===== src/rtl/led_flash_sched_if.sv =====
// led_flash_sched_if: control/status bundle between the board inputs, the pattern scheduler and the LED pins.
interface led_flash_sched_if;
  logic       start;
  logic       stop;
  logic       mode_auto;
  logic [1:0] mode_sel;
  logic [7:0] q;
  logic       busy;
  logic [1:0] phase;
  logic       done;
  modport master (output start, stop, mode_auto, mode_sel, input q, busy, phase, done);
  modport slave  (input start, stop, mode_auto, mode_sel, output q, busy, phase, done);
endinterface


===== src/rtl/led_flash_sched.sv =====
// led_flash_sched: tick-driven LED pattern sequencer (flash, chase, fill) with single-phase or auto round-robin runs.
module led_flash_sched #(
  parameter int TICK_DIV = 25_000_000,
  parameter int STEPS    = 10,
  parameter int LOOPS    = 2
) (
  input logic              clk,
  input logic              rs,
  led_flash_sched_if.slave bus
);
  localparam int PW = $clog2(TICK_DIV);
  localparam int SW = $clog2(STEPS);
  localparam int LW = $clog2(LOOPS + 1);
  localparam logic [PW-1:0] PMAX = PW'(TICK_DIV - 1);
  localparam logic [SW-1:0] SMAX = SW'(STEPS - 1);
  localparam logic [LW-1:0] LMAX = LW'(LOOPS - 1);
  // encoding doubles as the phase output code
  typedef enum logic [1:0] {FLASH = 2'd0, CHASE = 2'd1, FILL = 2'd2, IDLE = 2'd3} state_t;
  state_t        r_state, w_state_n, w_first, w_end;
  logic [7:0]    r_q, w_q_n, w_step_q;
  logic [PW-1:0] r_pre, w_pre_n;
  logic [SW-1:0] r_step, w_step_n;
  logic [LW-1:0] r_loop, w_loop_n;
  logic          r_auto, w_auto_n, r_done, w_done_n, w_tick, w_last;
  function automatic logic [7:0] entry(input state_t s);
    return (s == CHASE) ? 8'h01 : 8'h00;
  endfunction
  assign w_tick   = r_pre == PMAX;
  assign w_last   = r_step == SMAX;
  assign w_first  = (bus.mode_auto || bus.mode_sel == 2'd3) ? FLASH : state_t'(bus.mode_sel);
  assign w_step_q = (r_state == FLASH) ? ~r_q :
                    (r_state == CHASE) ? {r_q[6:0], r_q[7]} :
                    (r_q == 8'hFF)     ? 8'h00 : {r_q[6:0], 1'b1};
  assign w_end    = !r_auto            ? IDLE :
                    (r_state == FLASH) ? CHASE :
                    (r_state == CHASE) ? FILL :
                    (r_loop == LMAX)   ? IDLE : FLASH;
  always_comb begin
    w_state_n = r_state;
    w_q_n     = r_q;
    w_pre_n   = r_pre;
    w_step_n  = r_step;
    w_loop_n  = r_loop;
    w_auto_n  = r_auto;
    w_done_n  = 1'b0;
    if (r_state == IDLE) begin
      if (bus.start && !bus.stop) begin
        w_state_n = w_first;
        w_q_n     = entry(w_first);
        w_pre_n   = '0;
        w_step_n  = '0;
        w_loop_n  = '0;
        w_auto_n  = bus.mode_auto;
      end
    end else if (bus.stop) begin
      w_state_n = IDLE;
      w_q_n     = 8'h00;
      w_pre_n   = '0;
      w_step_n  = '0;
      w_loop_n  = '0;
    end else if (w_tick) begin
      w_pre_n = '0;
      if (!w_last) begin
        w_step_n = r_step + SW'(1);
        w_q_n    = w_step_q;
      end else begin
        // tick STEPS closes the phase without a step update
        w_state_n = w_end;
        w_q_n     = entry(w_end);
        w_step_n  = '0;
        w_loop_n  = (r_state == FILL) ? r_loop + LW'(1) : r_loop;
        if (w_end == IDLE) begin
          w_done_n = 1'b1;
          w_loop_n = '0;
        end
      end
    end else begin
      w_pre_n = r_pre + PW'(1);
    end
  end
  always_ff @(posedge clk or posedge rs) begin
    if (rs) begin
      r_state <= IDLE;
      r_q     <= 8'h00;
      r_pre   <= '0;
      r_step  <= '0;
      r_loop  <= '0;
      r_auto  <= 1'b0;
      r_done  <= 1'b0;
    end else begin
      r_state <= w_state_n;
      r_q     <= w_q_n;
      r_pre   <= w_pre_n;
      r_step  <= w_step_n;
      r_loop  <= w_loop_n;
      r_auto  <= w_auto_n;
      r_done  <= w_done_n;
    end
  end
  assign bus.q     = r_q;
  assign bus.busy  = r_state != IDLE;
  assign bus.phase = r_state;
  assign bus.done  = r_done;
endmodule

===== src/flat_wrapper.sv =====
// flat-port wrapper written by rule: the top's interface ports become plain ports
module led_flash_sched_flat 
#(
  parameter int TICK_DIV = 25_000_000,
  parameter int STEPS    = 10,
  parameter int LOOPS    = 2
)
  (clk, rs, bus_start, bus_stop, bus_mode_auto, bus_mode_sel, bus_q, bus_busy, bus_phase, bus_done);
  led_flash_sched_if bus_i ();
  input logic clk;
  input logic rs;
  input wire logic [$bits(bus_i.start)-1:0] bus_start;
  input wire logic [$bits(bus_i.stop)-1:0] bus_stop;
  input wire logic [$bits(bus_i.mode_auto)-1:0] bus_mode_auto;
  input wire logic [$bits(bus_i.mode_sel)-1:0] bus_mode_sel;
  output wire logic [$bits(bus_i.q)-1:0] bus_q;
  output wire logic [$bits(bus_i.busy)-1:0] bus_busy;
  output wire logic [$bits(bus_i.phase)-1:0] bus_phase;
  output wire logic [$bits(bus_i.done)-1:0] bus_done;
  assign bus_i.start = bus_start;
  assign bus_i.stop = bus_stop;
  assign bus_i.mode_auto = bus_mode_auto;
  assign bus_i.mode_sel = bus_mode_sel;
  assign bus_q = bus_i.q;
  assign bus_busy = bus_i.busy;
  assign bus_phase = bus_i.phase;
  assign bus_done = bus_i.done;
  led_flash_sched #(.TICK_DIV(TICK_DIV), .STEPS(STEPS), .LOOPS(LOOPS)) u_core (.clk(clk), .rs(rs), .bus(bus_i));
endmodule

===== config.mk =====
export PLATFORM = sky130hd
export DESIGN_NAME = led_flash_sched_flat
export DESIGN_NICKNAME = d
export VERILOG_FILES = /design/src/rtl/led_flash_sched_if.sv /design/src/rtl/led_flash_sched.sv /design/src/flat_wrapper.sv
export SDC_FILE = /design/constraint.sdc
export NUM_CORES = 1
export LEC_CHECK = 0
export ABC_AREA = 0
export CAP_MARGIN = 40
export CORE_MARGIN = 1
export CORE_UTILIZATION = 30
export CTS_CLUSTER_DIAMETER = 200
export CTS_CLUSTER_SIZE = 25
export DETAILED_ROUTE_END_ITERATION = 8
export PLACE_DENSITY = 0.53
export REMOVE_ABC_BUFFERS = 1
export SLEW_MARGIN = 20
export SYNTH_ARGS = -nofsm -noshare
export SYNTH_HDL_FRONTEND = slang
export SYNTH_SLANG_ARGS = --single-unit

===== constraint.sdc =====
create_clock -name clk -period 2.3 [get_ports clk]
set_input_delay 0.23 -clock clk [delete_from_list [all_inputs] [get_ports clk]]
set_output_delay 0.23 -clock clk [all_outputs]
set_load 0.02 [all_outputs]

==> results.tsv <==
stage	metric	value	unit
critical_path	rr_endpoint	u_core.r_loop[1]	
critical_path	cpMaxStageDelayCell	dfstp_2	
flow_run	cap_violations	0	
logic_synthesis	seq_area_frac_synth	43.9	%
clock_network	cts-root-buf	clkbuf_8	
logic_synthesis	synth-async-reset-ratio	100	%
timing	hold_ws	0.146	ns
timing	rsz0062_at_grt	no	
drt	viasPerCell	5.13	
clock_network	cts_tree	built	
critical_path	cp_slowest_stage_delay	0.68	ns
grt	antenna_found_initial	0	
place	dpl.hpwl	3.95	mm
timing	final.setup.tns	0	ns
place	port_buffers	18	
power_and_ir_drop	swShare	39.0	%
final_layout	finalNetCount	301	
drt	wirelength	5.62	mm
timing	hold_violations	0	
place	place_congestion	0.754	
power_and_ir_drop	cell_internal_pwr	1.44	mW
critical_path	cp.arrival	1.95	ns
final_layout	final_cell_mix	dfrtp_1, nor2_1, nand2_1, xor2_1, clkdlybuf4s50_1	
final_layout	diodes	0	
place	pre_cts_slack	0.149	ns
critical_path	r2r_slack	0.20	ns
critical_path	cp.required	2.07	ns
grt	grt_max_degree	37	
critical_path	path_cells	and2_2, inv_1, clkdlybuf4s50_1	
final_layout	area_growth	19.2	%
outcome	status	completed	
critical_path	crit_buf_inv	2	
place	dp_cells	385	
drt	ant_nets	0	
logic_synthesis	synth_cells	264	
final_layout	final_core_util	37.5	%
grt	top_usage_layer	met2	
timing	finalSetupViolCount	0	
timing	max_freq	459	MHz
clock_network	cts_sinks	43	
power_and_ir_drop	cellLeakagePower	1.18	nW
final_layout	layout.cells.non_filler	393	
drt	wl_per_cell	14.3	um
grt	met3_usage	2.46	%
clock_network	hold_buffers	0	
power_and_ir_drop	powerDensity	809	mW/mm2
power_and_ir_drop	combPwrFrac	37.9	%
logic_synthesis	synth_area	0.00246	mm2
critical_path	ff2ff_path_depth	5	
min_path	min_path_type	input pin to asynchronous set/reset pin	
clock_network	clk_pin_slew_worst_paths	0.09	ns
clock_network	clk_path_buf_depth	2	
timing	clock_skew	0.00836	ns
logic_synthesis	synth_warnings	0	
power_and_ir_drop	sequentialPowerShare	41.4	%
floorplan	die_y	92.5	um
critical_path	crit_type	flop to output port	
floorplan	ios	19	
logic_synthesis	netlist_top_cells_area	dfrtp_1, xor2_1, nor2_1	
clock_network	clock_latency	0.30	ns
power_and_ir_drop	total_power	2.37	mW
floorplan	initial_core_util	31.5	%
grt	grt_util_all_layers	13.9	%
grt	use_met1	20.1	%
timing	fin_crit	2.18	ns
logic_synthesis	synth_seq_cells	43	
critical_path	path_delay_family	flip-flops	
final_layout	layout_commonest_cell	dfrtp_1	
logic_synthesis	ys.flop_type	dfrtp_1	
timing	period_share	94.7	%
drt	vias	2018	
logic_synthesis	ys_types	52	
floorplan	rows	32	
grt	grt_first_pass_wirelength	9.52	mm
drt	first_iter_violations	54	
timing	relSlewSlack	64.5	%
critical_path	cp-start-kind	flop	
grt	grt_pass1_vias	1941	
place	placed_cell_area	0.00284	mm2
drt	drc_errors	0	
drt	dr.pass1.iters	5	
critical_path	critPathMaxFanout	14	
critical_path	reg2reg_from	u_core.r_pre[9]	
floorplan	core_region_area	0.00781	mm2
logic_synthesis	synth-edff-count	0	
clock_network	htree_levels	2	
timing	drv_slew	0	
grt	overflow	0	
logic_synthesis	postSynthAreaPerCell	9.31	um2
floorplan	fp.dieArea	0.00856	mm2
final_layout	drive_gt1_share	13.7	%
logic_synthesis	synth_top_area_cell	dfrtp_1	
power_and_ir_drop	vdd_drop_max	0.231	mV
logic_synthesis	synthDominantCellAreaShare	41.7	%
timing	tightest_slew	0.528	ns
floorplan	die_width	92.5	um
power_and_ir_drop	power.switching	924	uW
grt	use_met2	22.2	%
final_layout	postLayoutCellArea	0.00293	mm2
timing	timing.final.ws_setup	0.122	ns
critical_path	worst_setup_path_end_kind	output port	
power_and_ir_drop	p_clk_share	20.7	%
clock_network	numCtsBuffers	5	
## synthesized netlist by cell type, types with 3 or more instances
cell type / instances
a21oi_1: 10
and2_1: 3
and3_1: 5
and4_1: 3
buf_2: 6
clkbuf_1: 5
dfrtp_1: 41
ha_1: 4
inv_1: 13
mux2_2: 3
nand2_1: 18
nand2b_1: 4
nand3_1: 16
nand4_1: 10
nor2_1: 37
nor3_1: 5
nor3b_1: 3
nor4b_1: 3
o21ai_0: 10
o22ai_1: 5
xnor2_1: 5
xor2_1: 18
## per-layer routing
metal,share of wire [%],wire (um),up-vias
met4,0.18,10,0
met1,50,2820,977
met2,45,2550,53
li1,-,-,986
met5,0,0,-
met3,4.1,230,2
## power groups by stage
stage          clock (mW)  sequential (mW)  combinational (mW)
2_1_floorplan           0             1.01               0.531
3_3_place_gp            0            0.997               0.901
3_5_place_dp            0            0.996               0.907
4_1_cts             0.512            0.982               0.912
5_1_grt             0.538             1.01               0.992
6_report            0.490            0.980               0.899
## cells by family (layout without fill, tap and decap cells)
logic type,after synthesis,after routing,synth area share (%)
simple gates,119,119,25.5
compound gates,45,45,14.0
flops,43,43,43.9
buf+inv,25,52,4.17
xor+xnor,23,23,8.19
mux,5,5,2.19
fa+ha+maj,4,4,2.04
## timing repair
item | in CTS | in global routing
endpoints found under the setup margin | 1 | 1
gates resized for setup | 1 | 1
pin swaps | 0 | 0
buffers inserted | 0 | 0
## sequential cells by signal, summed over array words and instances (netlist names)
name,cells
u_core.r_pre,25
u_core.bus.q,8
u_core.r_step,4
u_core.bus.phase,2
u_core.r_loop,2
u_core.bus.done,1
u_core.r_auto,1
## layout make-up
cell class | count | area, um2
clock buffer | 5 | 68.8
clock inverter | 3 | 20.0
fill | 797 | 4880
inverter | 13 | 48.8
multi-input combinational | 196 | 1280
sequential | 43 | 1080
tap | 102 | 128
timing repair buffer | 31 | 303
## how the worst max path moves through the flow
| stage | from | cells after the start | slack (ns) | to |
|---|---|---|---|---|
| floorplan | u_core.bus.phase[0] | 5 | -0.24 | u_core.r_step[3] |
| global placement | u_core.r_pre[9] | 5 | 0.18 | u_core.r_loop[0] |
| detailed placement | bus_stop | 7 | 0.15 | u_core.bus.q[4] |
| CTS | u_core.bus.phase[1] | 3 | 0.1 | bus_busy |
| global route | u_core.bus.phase[1] | 3 | 0.02 | bus_busy |
| finish | u_core.bus.phase[1] | 3 | 0.12 | bus_busy |
(Power assumes the default switching activity.)
